<file path="src/rtl/fetch_pkg.sv">
// rtl/fetch_pkg.sv - shared constants, FSM states and PC-to-ROM-index conversion for instr_fetch
package fetch_pkg;

    localparam logic [15:0] ROM_BASE_DEF  = 16'hC000;
    localparam logic [15:0] RESET_VEC_DEF = 16'hFFFE;

    typedef enum logic [1:0] {
        ST_VEC   = 2'd0,
        ST_RUN   = 2'd1,
        ST_FAULT = 2'd2
    } fetch_state_t;

    // Byte PC to ROM word index; wraps modulo 2^16 for PCs below the ROM base.
    function automatic logic [15:0] pc_index(input logic [15:0] pc, input logic [15:0] base);
        logic [15:0] off;
        off = pc - base;
        return off >> 1;
    endfunction

endpackage

</file>
<file path="src/rtl/fetch_queue.sv">
// rtl/fetch_queue.sv - DEPTH-entry {pc,word} prefetch FIFO; flush dominates push and pop
module fetch_queue #(
    parameter int DEPTH = 2
) (
    input  logic                       clk,
    input  logic                       rst,
    input  logic                       push,
    input  logic                       pop,
    input  logic                       flush,
    input  logic [31:0]                din,
    output logic [31:0]                dout,
    output logic [$clog2(DEPTH):0]     count
);

    localparam int AW = $clog2(DEPTH);

    logic [31:0]   mem [DEPTH];
    logic [AW-1:0] rd_ptr;
    logic [AW-1:0] wr_ptr;

    // Head comes straight from storage so the decoder never sees rom_out combinationally.
    assign dout = mem[rd_ptr];

    always_ff @(posedge clk or posedge rst) begin
        if (rst) begin
            for (int i = 0; i < DEPTH; i++) begin
                mem[i] <= '0;
            end
            rd_ptr <= '0;
            wr_ptr <= '0;
            count  <= '0;
        end else if (flush) begin
            rd_ptr <= wr_ptr;
            count  <= '0;
        end else begin
            if (push) begin
                mem[wr_ptr] <= din;
                wr_ptr      <= wr_ptr + 1'b1;
            end
            if (pop) begin
                rd_ptr <= rd_ptr + 1'b1;
            end
            case ({push, pop})
                2'b10:   count <= count + 1'b1;
                2'b01:   count <= count - 1'b1;
                default: count <= count;
            endcase
        end
    end

endmodule

</file>
<file path="src/rtl/instr_fetch.sv">
// rtl/instr_fetch.sv - fetch stage: reset-vector load, redirects, prefetch queue to decoder; FETCH_BOUNDS_EN adds sticky range fault
module instr_fetch
    import fetch_pkg::*;
#(
    parameter logic [15:0] ROM_BASE  = ROM_BASE_DEF,
    parameter logic [15:0] RESET_VEC = RESET_VEC_DEF,
    parameter int          DEPTH     = 2
) (
    input  logic        clk,
    input  logic        rst,
    output logic [15:0] rom_addr,
    output logic        rom_bw,
    input  logic [15:0] rom_out,
    input  logic        redir,
    input  logic [15:0] redir_pc,
    output logic        ins_valid,
    input  logic        ins_ready,
    output logic [15:0] ins_word,
    output logic [15:0] ins_pc,
    output logic        fetch_fault
);

    localparam int            AW   = $clog2(DEPTH);
    localparam logic [AW:0]   FULL = (AW + 1)'(DEPTH);

    fetch_state_t state, state_nxt;
    logic [15:0]  fetch_pc, pc_nxt;
    logic         push, pop, flush, pop_ok;
    logic [AW:0]  count;
    logic [31:0]  head;
`ifdef FETCH_BOUNDS_EN
    logic         fault, fault_nxt;
`endif

    assign rom_addr  = pc_index(fetch_pc, ROM_BASE);
    assign rom_bw    = 1'b0;
    assign ins_valid = (count != '0);
    assign ins_pc    = head[31:16];
    assign ins_word  = head[15:0];
    assign pop_ok    = ins_valid && ins_ready;

    always_ff @(posedge clk or posedge rst) begin
        if (rst) begin
            state    <= ST_VEC;
            fetch_pc <= RESET_VEC;
        end else begin
            state    <= state_nxt;
            fetch_pc <= pc_nxt;
        end
    end

    // Priority inside RUN: redirect flushes and blocks the pop, then pop, then push.
    always_comb begin
        state_nxt = state;
        pc_nxt    = fetch_pc;
        push      = 1'b0;
        pop       = 1'b0;
        flush     = 1'b0;
`ifdef FETCH_BOUNDS_EN
        fault_nxt = fault;
`endif
        case (state)
            ST_VEC: begin
                pc_nxt    = rom_out & 16'hFFFE;
                state_nxt = ST_RUN;
            end
            ST_RUN: begin
                if (redir) begin
                    flush  = 1'b1;
                    pc_nxt = redir_pc & 16'hFFFE;
                end else begin
                    pop = pop_ok;
                    if (count < FULL || pop_ok) begin
`ifdef FETCH_BOUNDS_EN
                        if (fetch_pc < ROM_BASE) begin
                            fault_nxt = 1'b1;
                            state_nxt = ST_FAULT;
                        end else begin
                            push   = 1'b1;
                            pc_nxt = fetch_pc + 16'd2;
                        end
`else
                        push   = 1'b1;
                        pc_nxt = fetch_pc + 16'd2;
`endif
                    end
                end
            end
            ST_FAULT: begin
                pop = pop_ok;
            end
            default: begin
                state_nxt = ST_VEC;
            end
        endcase
    end

`ifdef FETCH_BOUNDS_EN
    always_ff @(posedge clk or posedge rst) begin
        if (rst) begin
            fault <= 1'b0;
        end else begin
            fault <= fault_nxt;
        end
    end
    assign fetch_fault = fault;
`else
    assign fetch_fault = 1'b0;
`endif

    fetch_queue #(.DEPTH(DEPTH)) u_queue (
        .clk   (clk),
        .rst   (rst),
        .push  (push),
        .pop   (pop),
        .flush (flush),
        .din   ({fetch_pc, rom_out}),
        .dout  (head),
        .count (count)
    );

endmodule

</file>
<file path="config.mk">
export PLATFORM = sky130hd
export DESIGN_NAME = instr_fetch
export DESIGN_NICKNAME = d
export VERILOG_FILES = /design/src/rtl/fetch_pkg.sv /design/src/rtl/fetch_queue.sv /design/src/rtl/instr_fetch.sv
export SDC_FILE = /design/constraint.sdc
export NUM_CORES = 1
export LEC_CHECK = 0
export ABC_AREA = 0
export CAP_MARGIN = 10
export CORE_MARGIN = 8
export CORE_UTILIZATION = 35
export CTS_CLUSTER_DIAMETER = 200
export DETAILED_ROUTE_END_ITERATION = 12
export SETUP_SLACK_MARGIN = 0.02
export SLEW_MARGIN = 20
export SYNTH_ARGS = -nofsm -noshare
export SYNTH_HDL_FRONTEND = slang
export SYNTH_HIERARCHICAL = 1
export SYNTH_SLANG_ARGS = --single-unit
</file>
<file path="constraint.sdc">
create_clock -name clk -period 3.2 [get_ports clk]
set_input_delay 0.64 -clock clk [delete_from_list [all_inputs] [get_ports clk]]
set_output_delay 0.64 -clock clk [all_outputs]
set_load 0.02 [all_outputs]
</file>
Word level (Yosys, flattened, before mapping)
Index checks and enable logic that the tools add are counted.
{"block": "classes", "add_sub_neg": 6, "order_cmp": 4, "n_eq_ne": 5, "muxes": 21, "bitwise_logic": 3, "n_reduce_logical": 11}
{"cell": "$mux W32", "n": 4}
{"cell": "$bwmux W64", "n": 1}
{"cell": "$demux W32 S1", "n": 1}
{"cell": "$mux W16", "n": 2}
{"cell": "$pmux W16 S2", "n": 1}
{"cell": "$add A16 B2 Y16 const B", "n": 1}
{"cell": "$sub A16 B16 Y16 const B", "n": 1}
{"cell": "$mux W1", "n": 8}
{"cell": "$pmux W2 S2", "n": 2}
{"cell": "$reduce_bool A2 Y1", "n": 3}
{"cell": "$eq A2 B1 Y1 const B", "n": 2}
{"cell": "$eq A2 B2 Y1 const B", "n": 2}
{"cell": "$ge A2 B2 Y1 const B", "n": 2}
{"cell": "$not A1 Y2", "n": 2}
{"cell": "$reduce_and A2 Y1", "n": 2}
{"cell": "$ne A3 B3 Y1 const B", "n": 1}
{"cell": "$reduce_bool A3 Y1", "n": 1}
{"cell": "$add A1 B1 Y1 const B", "n": 2}
{"cell": "$add A2 B1 Y2 const B", "n": 1}
{"cell": "$logic_and A1 B1 Y1", "n": 2}
{"cell": "$logic_not A2 Y1", "n": 1}
{"cell": "$lt A2 B1 Y1 const B", "n": 1}
{"cell": "$lt A2 B2 Y1 const B", "n": 1}
{"cell": "$mux W2", "n": 1}
{"cell": "other kinds (5)", "n": 5}
{"block": "totals", "ff_bits": 86, "input_bits": 36, "output_inout_bits": 51, "wordCells": 57}

Logic depth before layout (Yosys ltp)
Gate-level depths: netlist of the first run.
{"block": "depth", "ltp_word": 9, "mapped_depth": 7, "ltp_nobuf": 5}

By module
Netlist of the first run, hierarchy kept.
{"module": "fetch_queue", "instances": 1, "cells_each": 191, "area_each_um2": 2989.1}
{"module": "instr_fetch", "instances": 1, "cells_each": 150, "area_each_um2": 1322.5}

Worst setup path before layout of the first run
OpenSTA, ideal clock, no wires.
{"block": "synth_path", "path_type": "input to register", "startpoint": "in redir", "endpoint": "reg u_queue/mem[46] in the netlist's numbering", "setup_ps": 125, "t_arrival_ps": 1894, "t_required_ps": 3075, "setup_slack_ps": 1181, "stages": 7, "n_path_buf": 3, "path_cell_list": "and2_1 -> buf_2 -> clkbuf_8 -> nand2b_2 -> nor2_4 -> buf_6 -> mux2_2"}
{"block": "synth_between", "elab_chain_cells": 4}
{"element": "start, declared", "line_no": "instr_fetch.sv:14", "source": "input logic redir,"}
{"element": "$mux W1", "line_no": "instr_fetch.sv:68", "source": "if (redir) begin"}
{"element": "$mux W1", "line_no": "instr_fetch.sv:62", "source": "case (state)"}
{"element": "net flush", "line_no": "instr_fetch.sv:28", "source": "logic push, pop, flush, pop_ok;"}
{"element": "$not A1 Y1 (no line)"}
{"element": "$reduce_and A2 Y1 (no line)"}
{"element": "end signal, assigned by index", "line_no": "fetch_queue.sv:37", "source": "mem[wr_ptr] <= din;"}
{"element": "end, declared", "line_no": "fetch_queue.sv:17", "source": "logic [31:0] mem [DEPTH];"}
The timed path passes the listed nets, and every way through them passes these cells.
A chain may end at the register's enable or synchronous reset.

Final worst setup path of the first run
{"block": "layout_path", "startpoint": "reg u_queue.rd_ptr", "endpoint": "out ins_pc[14]"}
{"block": "layout_between", "elab_chain_cells": 4}
{"element": "start, declared", "line_no": "fetch_queue.sv:18", "source": "logic [AW-1:0] rd_ptr;"}
{"element": "start signal, assigned", "line_no": "fetch_queue.sv:33", "source": "rd_ptr <= wr_ptr;"}
{"element": "start signal, assigned", "line_no": "fetch_queue.sv:41", "source": "rd_ptr <= rd_ptr + 1'b1;"}
{"element": "$not A1 Y2 (not written as such)", "line_no": "fetch_queue.sv:22", "source": "assign dout = mem[rd_ptr];"}
{"element": "$mux W32 (not written as such) (3 in a row)", "line_no": "fetch_queue.sv:22"}
{"element": "end, declared", "line_no": "instr_fetch.sv:19", "source": "output logic [15:0] ins_pc,"}
Every way passes these cells. The select of a mux whose other input is x is not followed.

==> impl_metrics.json, run 1 <==
{
  "register_area_um2": 2120,
  "drc": 0,
  "maxCapViolations": 0,
  "die_w_um": 127,
  "die_h_um": 127,
  "multiInputGateArea_um2": 1900,
  "setup_tns_ns": 0,
  "n_antenna_cell": 0,
  "area_growth_pct": 26.5,
  "cts_tree": "yes",
  "status": "complete, no violations",
  "p_leak_nw": 2.24,
  "tightest_slew_ns": 0.651,
  "avgSynthCellArea_um2": 12.6,
  "wl_per_cell_um": 18.9,
  "start_kind": "register",
  "final_layout_size_suffix_gt1_share_pct": 34.8,
  "post-place-cells": 548,
  "pwr_density_cell_nw_per_um2": 933,
  "grt_antenna_before_repair": 0,
  "wirelength_mm": 10.6,
  "worst-setup-path-type": "register to output port",
  "postPlaceCellArea_um2": 5150,
  "clock_skew_ns": 0.00989,
  "grt_usage_pct": 13.5,
  "vdd_ir_drop_max_mv": 0.546,
  "met3_usage_pct": 3.95,
  "viasPerCell": 5.20,
  "busiest_layer": "met2",
  "seq_area_frac_synth_pct": 49.2,
  "grt_pass1_vias": 3171,
  "startpoint": "u_queue/rd_ptr$_DFFE_PP0P_",
  "async_flop_share_pct": 100,
  "yosysWarnings": 6,
  "use_met1_pct": 17.8,
  "endpoint": "ins_pc[14]",
  "hold_ws_ns": 0.481,
  "gp_congestion": 0.850,
  "numPortBuffers": 82,
  "finalNetCount": 449,
  "clkTransAtPathRegs_ns": 0.06,
  "hold_viol": 0,
  "rr_endpoint": "u_queue/mem[53]$_DFFE_PP0P_",
  "num_vias": 2932,
  "synth.distinct_cells": 48,
  "relSlewSlack_pct": 56.5,
  "cts_max_level": 3,
  "hpwlAfterDp_mm": 7.83,
  "hp-class": "register to register",
  "rr_worst_depth": 5,
  "cts_setup_buffers": 0,
  "dieArea_um2": 16100,
  "rrSetupSlack_ns": 1.28,
  "start_util_pct": 35.9,
  "grt_max_degree": 41,
  "endpoint_kind": "output port",
  "gr-total-overflow": 0,
  "rows": 40,
  "min_path_cells": 1,
  "critPathArrivalTime_ns": 2.12,
  "clk_path_buf_depth": 2,
  "finalPower_mw": 5.09,
  "ys.flop_type": "dfrtp_1",
  "layoutNonFillerInstCount": 564,
  "slew_violations": 0,
  "setup_viol": 0,
  "min_period_over_period_pct": 86.2,
  "clockRootBuffer": "clkbuf_16",
  "r2r_start": "state[0]$_DFFE_PP0N_",
  "numCtsBuffers": 9,
  "coreArea_um2": 12000,
  "insertion_delay_ns": 0.33,
  "critPathRequiredTime_ns": 2.56,
  "finalCriticalPeriod_ns": 2.76,
  "fillers": 1141,
  "grtUsageMet2_pct": 20.8,
  "first_pass_iters": 4,
  "syn_inst": 341,
  "path_max_fanout": 26,
  "io_pins": 87,
  "synth-seq-cells": 84,
  "fmax_mhz": 362,
  "cts.sinks": 84,
  "drt_iter0_markers": 153,
  "synth_edf_count": 0,
  "post_cts_hold_buffer_count": 0,
  "final_area_um2": 5450,
  "grt_first_pass_wirelength_mm": 17.2,
  "ant_nets": 0,
  "synth.cell_area_um2": 4310,
  "post_cts_resized": 0,
  "grt_setup_unrepaired": "no"
}
==> logic make-up after synthesis <==
logic type | Yosys count | share of synthesized area (%)
other | 2 | 0.174
adders and majority gates | 1 | 0.290
and+or+nand+nor | 59 | 8.47
AOI/OAI and AO/OA | 50 | 7.86
buffers and inverters | 41 | 7.20
xor gates and xnor gates | 5 | 1.02
DFF | 84 | 49.2
muxes | 99 | 25.8
==> registers in the layout, summed over array words and instances, names as in the netlist <==
register,count
u_queue/count,2
u_queue/rd_ptr,1
state,1
u_queue/mem,64
fetch_pc,15
u_queue/wr_ptr,1
==> placed cells by master, fill, tap and decap left out, types with 5 or more instances in the layout <==
cell             synthesis  layout
inv_1                    6       5
conb_1                   2       6
dfstp_2                 15      15
nand3_1                  8       8
o21ai_0                 10      10
nor2_1                   8       8
clkdlybuf4s50_1          0      82
and3_1                   5       5
a2bb2oi_1                6       6
a21oi_1                 15      15
dfrtp_1                 69      69
clkbuf_16                0       9
buf_4                   17       6
a22oi_1                  7       7
mux2_2                  95      95
nand2_1                 10      10
==> synth_stat cells, drive strengths merged, types with 2 or more instances <==
master,n,area share [%]
clkbuf,3,0.81
nor3b,2,0.35
inv,6,0.52
nand2,10,0.87
a22o,2,0.41
nor2b,2,0.29
a2bb2oi,6,1.2
o21ai,10,1.2
and4,4,0.84
a222oi,3,0.70
nor2,9,0.96
mux2i,2,0.46
and3,6,0.90
a22oi,7,1.2
buf,32,5.9
nand2b,4,0.81
nand3,10,1.6
xor2,2,0.41
dfstp,15,9.1
a41oi,2,0.41
conb,2,0.17
and2,3,0.44
xnor2,3,0.61
nor3,2,0.23
nand4,3,0.44
mux2,97,25
a21oi,15,1.7
dfrtp,69,40
a221o,2,0.46
==> report_power, final <==
part           internal [mW]  switching [mW]  total (mW)
Clock                  0.629           0.415        1.04
Sequential              1.53           0.272        1.80
Combinational           1.27           0.978        2.25
==> worst min path at each step <==
stage	startpoint	end	slack, ns
after CTS	u_queue/mem[51]$_DFFE_PP0P_	u_queue/mem[51]$_DFFE_PP0P_	0.48
after floorplan	u_queue/mem[50]$_DFFE_PP0P_	u_queue/mem[50]$_DFFE_PP0P_	0.45
after global routing	u_queue/mem[51]$_DFFE_PP0P_	u_queue/mem[51]$_DFFE_PP0P_	0.50
after detailed placement	u_queue/mem[51]$_DFFE_PP0P_	u_queue/mem[51]$_DFFE_PP0P_	0.47
after global placement	u_queue/mem[50]$_DFFE_PP0P_	u_queue/mem[50]$_DFFE_PP0P_	0.46
final	u_queue/mem[51]$_DFFE_PP0P_	u_queue/mem[51]$_DFFE_PP0P_	0.48
==> metrics by stage <==
stage	worst slack, ns	util (%)
CTS	0.402	45.4
global placement	0.518	42.9
floorplan	0.848	-
finish	0.441	45.4
detailed placement	0.503	42.9
global route	0.356	45.4
==> final cells by class <==
| type | count | share of cell area [%] |
|---|---|---|
| clock buffers | 11 | 4.45 |
| repair buffers | 91 | 17.0 |
| well taps | 147 | 3.37 |
| flip-flops and latches | 84 | 38.9 |
| inverters | 6 | 0.413 |
| clock inverters | 5 | 1.12 |
| multi-input cells | 220 | 34.8 |
==> critical path, stage by stage, from the launching register on <==
cell,delay (ns)
dfrtp_1,0.60
buf_12,0.26
mux2_2,0.37
clkdlybuf4s50_1,0.55
==> metal layers <==
metal / part of all wire [%] / vias to the layer above / routed length [um]
li1: - / 1361 / -
met1: 47 / 1475 / 5040
met2: 46 / 85 / 4850
met3: 5.9 / 11 / 629
met4: 1.2 / 0 / 123
met5: 0 / - / 0
(Power assumes the default switching activity.)
==> run 2, diff against run 1 <==
--- a/config.mk
+++ b/config.mk
@@ -6,6 +6,7 @@
 export NUM_CORES = 1
 export LEC_CHECK = 0
 export ABC_AREA = 0
+export ABC_CLOCK_PERIOD_IN_PS = 3200
 export CAP_MARGIN = 10
 export CORE_MARGIN = 8
 export CORE_UTILIZATION = 35
==> results of run 2 <==
The final DEF is identical to that of run 1; final timing and power are the same.
==> run 3, diff against run 2 <==
--- a/config.mk
+++ b/config.mk
@@ -12,6 +12,7 @@
 export CORE_UTILIZATION = 35
 export CTS_CLUSTER_DIAMETER = 200
 export DETAILED_ROUTE_END_ITERATION = 12
+export HOLD_SLACK_MARGIN = 0.03
 export SETUP_SLACK_MARGIN = 0.02
 export SLEW_MARGIN = 20
 export SYNTH_ARGS = -nofsm -noshare
==> results of run 3 <==
The final DEF is identical to that of run 1; final timing and power are the same.
